`src/rtl/alu_exec_unit.sv`:
```
// EX-stage ALU with a start/ready/done handshake. Shifts run one bit per cycle
// unless ALU_EXEC_BARREL_SHIFT_EN is defined, which selects a single-cycle barrel shifter.
module alu_exec_unit #(
    parameter int DATA_W  = 32,
    parameter int SHAMT_W = 5,
    parameter int CTRL_W  = 4
) (
    input  logic               i_clk,
    input  logic               i_reset_n,
    input  logic               i_start,
    input  logic [CTRL_W-1:0]  i_alucontrol,
    input  logic [DATA_W-1:0]  i_a,
    input  logic [DATA_W-1:0]  i_b,
    input  logic [SHAMT_W-1:0] i_shamt,
    output logic               o_ready,
    output logic               o_done,
    output logic [DATA_W-1:0]  o_result,
    output logic               o_zero,
    output logic               o_invalid
);

    localparam logic [CTRL_W-1:0] OP_SLL  = CTRL_W'(0);
    localparam logic [CTRL_W-1:0] OP_SRL  = CTRL_W'(1);
    localparam logic [CTRL_W-1:0] OP_SRA  = CTRL_W'(2);
    localparam logic [CTRL_W-1:0] OP_SLLV = CTRL_W'(3);
    localparam logic [CTRL_W-1:0] OP_SRLV = CTRL_W'(4);
    localparam logic [CTRL_W-1:0] OP_SRAV = CTRL_W'(5);
    localparam logic [CTRL_W-1:0] OP_ADD  = CTRL_W'(6);
    localparam logic [CTRL_W-1:0] OP_SUB  = CTRL_W'(7);
    localparam logic [CTRL_W-1:0] OP_OR   = CTRL_W'(8);
    localparam logic [CTRL_W-1:0] OP_XOR  = CTRL_W'(9);
    localparam logic [CTRL_W-1:0] OP_AND  = CTRL_W'(10);
    localparam logic [CTRL_W-1:0] OP_NOR  = CTRL_W'(11);
    localparam logic [CTRL_W-1:0] OP_SLT  = CTRL_W'(12);
    localparam logic [CTRL_W-1:0] OP_LUI  = CTRL_W'(13);
    localparam logic [CTRL_W-1:0] OP_INV  = CTRL_W'(14);
    localparam logic [CTRL_W-1:0] OP_CMP  = CTRL_W'(15);

    typedef enum logic [1:0] {SH_LL, SH_RL, SH_RA} shift_e;

`ifdef ALU_EXEC_BARREL_SHIFT_EN
    typedef enum logic {IDLE, DONE} state_e;
`else
    typedef enum logic [1:0] {IDLE, SHIFT, DONE} state_e;
`endif

    state_e             state_q, state_d;
    logic [DATA_W-1:0]  result_q, result_d;
    logic               zero_q, zero_d;
    logic               invalid_q, invalid_d;

    logic               is_shift;
    shift_e             kind_sel;
    logic [SHAMT_W-1:0] amt_sel;
    logic [DATA_W-1:0]  alu_res;
    logic               alu_zero;

    // Operation decode and single-cycle datapath, driven straight from the inputs.
    // NOTE: every always_comb output gets a default first so no path leaves it unassigned (no latch).
    always_comb begin
        is_shift = (i_alucontrol <= OP_SRAV);
        kind_sel = SH_LL;
        if (i_alucontrol == OP_SRL || i_alucontrol == OP_SRLV) kind_sel = SH_RL;
        if (i_alucontrol == OP_SRA || i_alucontrol == OP_SRAV) kind_sel = SH_RA;
        amt_sel = (i_alucontrol <= OP_SRA) ? i_shamt : i_a[SHAMT_W-1:0];

        alu_res = '0;
        case (i_alucontrol)
`ifdef ALU_EXEC_BARREL_SHIFT_EN
            OP_SLL, OP_SLLV: alu_res = i_b << amt_sel;
            OP_SRL, OP_SRLV: alu_res = i_b >> amt_sel;
            OP_SRA, OP_SRAV: alu_res = DATA_W'($signed(i_b) >>> amt_sel);
`else
            // Zero-amount shifts finish at accept with the unshifted operand.
            OP_SLL, OP_SLLV, OP_SRL, OP_SRLV, OP_SRA, OP_SRAV: alu_res = i_b;
`endif
            OP_ADD:  alu_res = i_a + i_b;
            OP_SUB:  alu_res = i_a - i_b;
            OP_OR:   alu_res = i_a | i_b;
            OP_XOR:  alu_res = i_a ^ i_b;
            OP_AND:  alu_res = i_a & i_b;
            OP_NOR:  alu_res = ~(i_a | i_b);
            OP_SLT:  alu_res = DATA_W'($signed(i_a) < $signed(i_b));
            OP_LUI:  alu_res = {i_b[15:0], {(DATA_W-16){1'b0}}};
            default: alu_res = '0;
        endcase

        case (i_alucontrol)
            OP_CMP:  alu_zero = (i_a == i_b);
            OP_INV:  alu_zero = 1'b0;
            default: alu_zero = (alu_res == '0);
        endcase
    end

`ifdef ALU_EXEC_BARREL_SHIFT_EN
    always_comb begin
        state_d   = state_q;
        result_d  = result_q;
        zero_d    = zero_q;
        invalid_d = invalid_q;
        state_d   = IDLE;
        if (i_start) begin
            invalid_d = (i_alucontrol == OP_INV);
            result_d  = alu_res;
            zero_d    = alu_zero;
            state_d   = DONE;
        end
    end

    assign o_ready = 1'b1;
`else
    logic [DATA_W-1:0]  work_q, work_d;
    logic [SHAMT_W-1:0] cnt_q, cnt_d;
    shift_e             kind_q, kind_d;
    logic [DATA_W-1:0]  work_step;

    always_comb begin
        case (kind_q)
            SH_RL:   work_step = {1'b0, work_q[DATA_W-1:1]};
            SH_RA:   work_step = {work_q[DATA_W-1], work_q[DATA_W-1:1]};
            default: work_step = {work_q[DATA_W-2:0], 1'b0};
        endcase
    end

    always_comb begin
        state_d   = state_q;
        result_d  = result_q;
        zero_d    = zero_q;
        invalid_d = invalid_q;
        work_d    = work_q;
        cnt_d     = cnt_q;
        kind_d    = kind_q;
        case (state_q)
            SHIFT: begin
                work_d = work_step;
                cnt_d  = cnt_q - SHAMT_W'(1);
                if (cnt_q == SHAMT_W'(1)) begin
                    result_d = work_step;
                    zero_d   = (work_step == '0);
                    state_d  = DONE;
                end
            end
            default: begin
                // IDLE and DONE both accept; DONE falls back to IDLE otherwise.
                state_d = IDLE;
                if (i_start) begin
                    invalid_d = (i_alucontrol == OP_INV);
                    if (is_shift && amt_sel != '0) begin
                        work_d  = i_b;
                        cnt_d   = amt_sel;
                        kind_d  = kind_sel;
                        state_d = SHIFT;
                    end else begin
                        result_d = alu_res;
                        zero_d   = alu_zero;
                        state_d  = DONE;
                    end
                end
            end
        endcase
    end

    always_ff @(posedge i_clk or negedge i_reset_n) begin
        if (!i_reset_n) begin
            work_q <= '0;
            cnt_q  <= '0;
            kind_q <= SH_LL;
        end else begin
            work_q <= work_d;
            cnt_q  <= cnt_d;
            kind_q <= kind_d;
        end
    end

    assign o_ready = (state_q != SHIFT);
`endif

    // NOTE: sequential state uses non-blocking assignments so all registers update together.
    always_ff @(posedge i_clk or negedge i_reset_n) begin
        if (!i_reset_n) begin
            state_q   <= IDLE;
            result_q  <= '0;
            zero_q    <= 1'b0;
            invalid_q <= 1'b0;
        end else begin
            state_q   <= state_d;
            result_q  <= result_d;
            zero_q    <= zero_d;
            invalid_q <= invalid_d;
        end
    end

    assign o_done    = (state_q == DONE);
    assign o_result  = result_q;
    assign o_zero    = zero_q;
    assign o_invalid = invalid_q;

    // The barrel build never consults the shift-kind decode.
    logic unused_ok;
    assign unused_ok = ^{is_shift, kind_sel};

endmodule

```
`config.mk`:
```
export PLATFORM = sky130hd
export DESIGN_NAME = alu_exec_unit
export DESIGN_NICKNAME = d
export VERILOG_FILES = /design/src/rtl/alu_exec_unit.sv
export SDC_FILE = /design/constraint.sdc
export NUM_CORES = 1
export LEC_CHECK = 0
export CORE_MARGIN = 2
export CORE_UTILIZATION = 44
export DETAILED_ROUTE_END_ITERATION = 8
export PLACE_DENSITY = 0.67
export RECOVER_POWER = 50
export SETUP_SLACK_MARGIN = 0.3
export SLEW_MARGIN = 15
export SYNTH_ARGS = -nofsm -noshare
export SYNTH_HDL_FRONTEND = slang
export SYNTH_SLANG_ARGS = --single-unit
```
`constraint.sdc`:
```
create_clock -name i_clk -period 1.9 [get_ports i_clk]
set_input_delay 0.19 -clock i_clk [delete_from_list [all_inputs] [get_ports i_clk]]
set_output_delay 0.19 -clock i_clk [all_outputs]
set_load 0.02 [all_outputs]
```
**Word-level counts from Yosys, hierarchy flattened**

Cells that the tools add are included.

- Reductions and logical operators: 14
- Eq/ne operators: 24
- $lt $le $gt $ge: 3
- Bitwise logic cells: 5
- $add $sub $neg: 3
- Mux-type cells: 24

Operators by type and width:

| kind | count |
|---|---|
| $pmux W32 S9 | 1 |
| $mux W32 | 7 |
| $logic_not A32 Y1 | 2 |
| $pmux W32 S2 | 1 |
| $add A32 B32 Y32 | 1 |
| $and A32 B32 Y32 | 1 |
| $eq A32 B32 Y1 | 1 |
| $eq A4 B4 Y1 const B | 8 |
| $lt A32 B32 Y1 | 1 |
| $not A32 Y32 | 1 |
| $or A32 B32 Y32 | 1 |
| $sub A32 B32 Y32 | 1 |
| $xor A32 B32 Y32 | 1 |
| $mux W5 | 4 |
| $eq A4 B3 Y1 const B | 4 |
| $mux W2 | 5 |
| $eq A4 B2 Y1 const B | 2 |
| $reduce_and A3 Y1 | 2 |
| $reduce_or A6 Y1 | 1 |
| $eq A5 B1 Y1 const B | 1 |
| $mux W1 | 5 |
| $reduce_bool A5 Y1 | 1 |
| $sub A5 B1 Y5 const B | 1 |
| $eq A2 B1 Y1 const B | 2 |
| 13 further kinds | 18 |

- Bits in registers: 75

**Depth between registers and ports, before layout**

- Depth after elaboration: 8
- Mapped depth: 15
- Mapped depth without buffers: 15

**Least setup slack after synthesis**

Ideal clock, no wire load.

- Path type: input-to-reg
- Start point: in i_a[1]
- End point: reg zero_q, in the netlist o_zero
- Cell stages on the path: 14
- Arrival time: 2.938 ns
- Buffers on the path: 0
- Setup slack: -1.115 ns
- Cell sequence: inv_1 -> ha_1 -> o21ba_1 -> or4_4 -> a211oi_4 -> a21oi_4 -> mux2i_1 -> nor4_1 -> nand3b_1 -> nor4b_2 -> nand4_1 -> nor2_1 -> nand4b_1 -> a21oi_1

- Word-level cells in the longest chain between the ends: 8

Ends and longest elaborated chain:

| what | RTL line | text |
|---|---|---|
| from (decl) | 12 | `input logic [DATA_W-1:0] i_a,` |
| branches (longest 8 deep; another with $sub A32 B32 Y32) | - |  |
| to (signal assigned) | 188 | `zero_q <= zero_d;` |
| to (decl) | 49 | `logic zero_q, zero_d;` |

Parallel ways; which one is timed is not known. The select of a mux whose other input is x is not followed.
A chain may end at the register's enable or synchronous reset.

**Worst setup path after layout**

- Start point: in i_b[0]
- End point: reg zero_q, in the netlist o_zero

- Word-level cells in the longest chain between the ends: 8

Ends and longest elaborated chain:

| what | RTL line | text |
|---|---|---|
| from (decl) | 13 | `input logic [DATA_W-1:0] i_b,` |
| branches (longest 4 deep; another with $sub A32 B32 Y32) | - |  |
| $pmux W1 S2 (*) | 88 | `case (i_alucontrol)` |
| $mux W1 (*) | 148 | `if (is_shift && amt_sel != '0) begin` |
| $mux W1 (*) | 146 | `if (i_start) begin` |
| $mux W1 (*) | 133 | `case (state_q)` |

Every way passes the cells marked *. The select of a mux whose other input is x is not followed.

==> qor.json <==
{
  "status": "complete, but fails checks",
  "violations_in_the_final_reports": "negative setup slack",
  "globalplace.congestion": 1.06,
  "detailroute.via_count": 14407,
  "r2r_setup_slack_ps": -690,
  "setup-tns-final_ps": -51060,
  "synth-seq-cells": 75,
  "dpl.cell_count": 2149,
  "cts-buffers-inserted": 9,
  "hold_path_class": "input port to flop",
  "synth_compound_area_share_pct": 35.5,
  "ctsLongestPathBuffers": 2,
  "post_syn_area_mm2": 0.0101,
  "routed_wirelength_um": 54800,
  "grt_setup_unrepaired": "true",
  "ctsRootBufferMaster": "clkbuf_16",
  "synth_top_area_cell": "dfrtp_1",
  "cts_sinks": 75,
  "leakage_nw": 7.92,
  "initial_core_util_pct": 44.6,
  "avgSynthCellArea_um2": 7.35,
  "drc": 0,
  "finalNonFillerCells": 2261,
  "muxShareOfSynthArea_pct": 1.73,
  "yosys_warning_count": 0,
  "design.core.area_mm2": 0.0226,
  "fin_crit_sh_pct": 165,
  "arrival_worst_endpoint_ps": 3410,
  "ir_worst_vdd_mv": 0.919,
  "synth-async-reset-ratio_pct": 100,
  "fmax_ghz": 0.319,
  "clock_tree_from_tritoncts": "done",
  "syn_nets": 1558,
  "worst_ep_required_time_ps": 2170,
  "design_power_total_mw": 14.7,
  "worst_hold_slack_ps": 279,
  "fillCellCount": 1559,
  "cts.clk_slew.worst_paths_ps": 60,
  "synth_cell_type_count": 93,
  "synth_fa_ha_area_share_pct": 14.1,
  "power.density_mw_per_mm2": 828,
  "regToRegEndpoint": "o_zero",
  "insertion_delay_ps": 340,
  "finalCoreUtilization_pct": 78.8,
  "overflow": 0,
  "synth_simple_gate_area_share_pct": 21.8,
  "place_area_mm2": 0.0152,
  "hold-path-cell-count": 3,
  "ant_nets": 0,
  "portBuffers": 111,
  "largest_net_degree_at_the_start_of_global_routing": 45,
  "synth-seq-area-share_pct": 18.6,
  "fin_nets": 2156,
  "grt_pass1_vias": 14060,
  "pin_count": 112,
  "cp-start-kind": "input port",
  "synth_top_family_by_area": "compound AO/OA/AOI/OAI gates",
  "cpPeakStageDelay_ps": 430,
  "crit_chain": "buf_8, buf_6, buf_6, ha_4, fa_2, o21bai_4, a21oi_4, nor2b_2, nor3_1, a221o_1, a21oi_1, buf_4, nand4_1, nor4b_2, nand4_1, nor2_1, nand4b_1, a21oi_1",
  "layout-drive-gt1-share_pct": 46.6,
  "synth-main-ff-cell": "dfrtp_1",
  "cp_max_delay_cell": "fa_2",
  "number_of_h_tree_branching_levels": 3,
  "grt_antenna_before_repair": 0,
  "dr.first_iter.drc_count": 1796,
  "finalCriticalPeriod_ps": 3140,
  "route.detailed.vias_per_inst": 6.37,
  "hold_viol": 0,
  "die_width_um": 155,
  "r2r-start": "work_q[20]",
  "worst_slack_placed_ps": -2120,
  "synth-xor-area-share_pct": 0.261,
  "synthesis.instances": 1370,
  "critical_path.endpoint_type": "flop",
  "yosys.area.top_type_share_pct": 18.6,
  "timing.hold.worst.start": "i_b[11]",
  "die_h_um": 155,
  "site_row_count": 55,
  "total_routing_usage_gr_pct": 43.7,
  "max_cap_violations": 0,
  "hold_path_end": "work_q[11]",
  "worst-setup-path-type": "input port to flop",
  "synthTopCellsByArea": "dfrtp_1, ha_1, a21oi_1",
  "finalSetupViolCount": 74,
  "syn_to_final_growth_pct": 76.6,
  "avgRoutedWirePerCell_um": 24.2,
  "r2r_cells": 7,
  "critical_path_peak_fanout": 4,
  "worst_pin_slew_ps": 1140,
  "timing.final.max_slew_violations": 0,
  "fp.dieArea_mm2": 0.0241,
  "synth_enable_flop_cells": 0,
  "drt_pass1_iterations": 6,
  "worst_slew_margin_pct": 24.0,
  "post_route_cell_area_mm2": 0.0178,
  "dp.final_hpwl_um": 40300,
  "postLayoutSetupSlackWorst_ps": -1240,
  "skew_ps": 7.12,
  "global_route_wire_length_before_repair_um": 81000
}
==> cell families (layout without fill, tap and decap cells) <==
| group | count (synthesis) | after routing |
|---|---|---|
| xor gates and xnor gates | 3 | 3 |
| DFF | 75 | 75 |
| buffers and inverters | 199 | 802 |
| AOI/OAI and AO/OA | 509 | 509 |
| and+or+nand+nor | 455 | 455 |
| adders and majority gates | 112 | 112 |
| muxes | 17 | 17 |
| other | 0 | 3 |
==> registers in the layout, indices dropped and copies added (netlist names) <==
register   cells
cnt_q          5
o_invalid      1
kind_q         2
state_q        2
work_q        32
o_zero         1
o_result      32
==> layout by cell type, fill, tap and decap left out, types with 35 or more instances in the layout <==
| cell | count |
|---|---|
| buf_4 | 485 |
| nor2_1 | 147 |
| a21oi_1 | 108 |
| ha_1 | 82 |
| dfrtp_1 | 75 |
| nand2_1 | 73 |
| clkdlybuf4s50_1 | 68 |
| buf_6 | 65 |
| inv_1 | 56 |
| a22oi_1 | 45 |
| o21ai_0 | 44 |
| a21oi_2 | 43 |
| inv_2 | 37 |
| a221o_1 | 35 |
==> layer usage <==
metal  part of all wire (%)  global-route usage [%]  vias to the layer above
met3                     11                    8.75                      232
met4                    6.2                    23.7                        0
met2                     44                    69.1                      984
met1                     39                    56.1                     6885
li1                       -                       -                     6306
met5                      0                       0                        -
==> power by group <==
part	switching (mW)	total [mW]	internal (mW)
registers	0.613	2.96	2.34
clock network	0.715	1.74	1.02
logic	5.30	10.0	4.73
==> synth_stat cells (20+ instances only) <==
cell and count:
nor2_1 174, inv_1 95, nand3_1 24, clkbuf_1 63, nor3_1 46, nand4_1 20, ha_1 110, o31ai_1 24
a22oi_1 45, dfrtp_1 75, a21oi_1 161, nand2_1 85, a221o_1 35, o21ai_0 65, buf_2 22, o211ai_1 24
==> timing repair <==
| action | in CTS | in global routing |
|---|---|---|
| buffers inserted | 74 | 11 |
| gates resized for setup | 374 | 122 |
| hold endpoints to repair | 43 | 0 |
| gates cloned | 6 | 1 |
| pin swaps | 132 | 75 |
| setup endpoints to repair | 76 | 75 |
| hold buffers | 1 | 0 |
==> worst max-delay path: cells and delay by family <==
family | cells | cell delay [ps]
buffers and inverters | 4 | 500
AND/OR/NAND/NOR | 7 | 1160
adder cells (fa/ha/maj) | 2 | 580
AO/OA/AOI/OAI | 5 | 970
==> worst max-delay path by stage <==
| stage | cells after the start | slack (ps) | from | to |
|---|---|---|---|---|
| global route | 15 | -1330 | i_a[1] | o_zero |
| detailed placement | 15 | -2120 | i_a[1] | o_zero |
| global placement | 15 | -1960 | i_b[2] | o_zero |
| CTS | 15 | -1180 | i_a[1] | o_zero |
| floorplan | 15 | -980 | i_b[2] | o_zero |
| finish | 18 | -1240 | i_b[0] | o_zero |
==> final cells by class <==
class                   instances  area (um^2)  share of cell area [%]
clock buffers                  10          229                    1.29
diodes                          3         7.51                  0.0422
repair buffers                686         5960                    33.5
multi-input cells            1096         8900                    50.1
inverters                     100          388                    2.18
clock inverters                 6         65.1                   0.366
flip-flops and latches         75         1880                    10.6
well taps                     285          357                    2.01
Note: power is estimated with default switching activity, not from simulation.
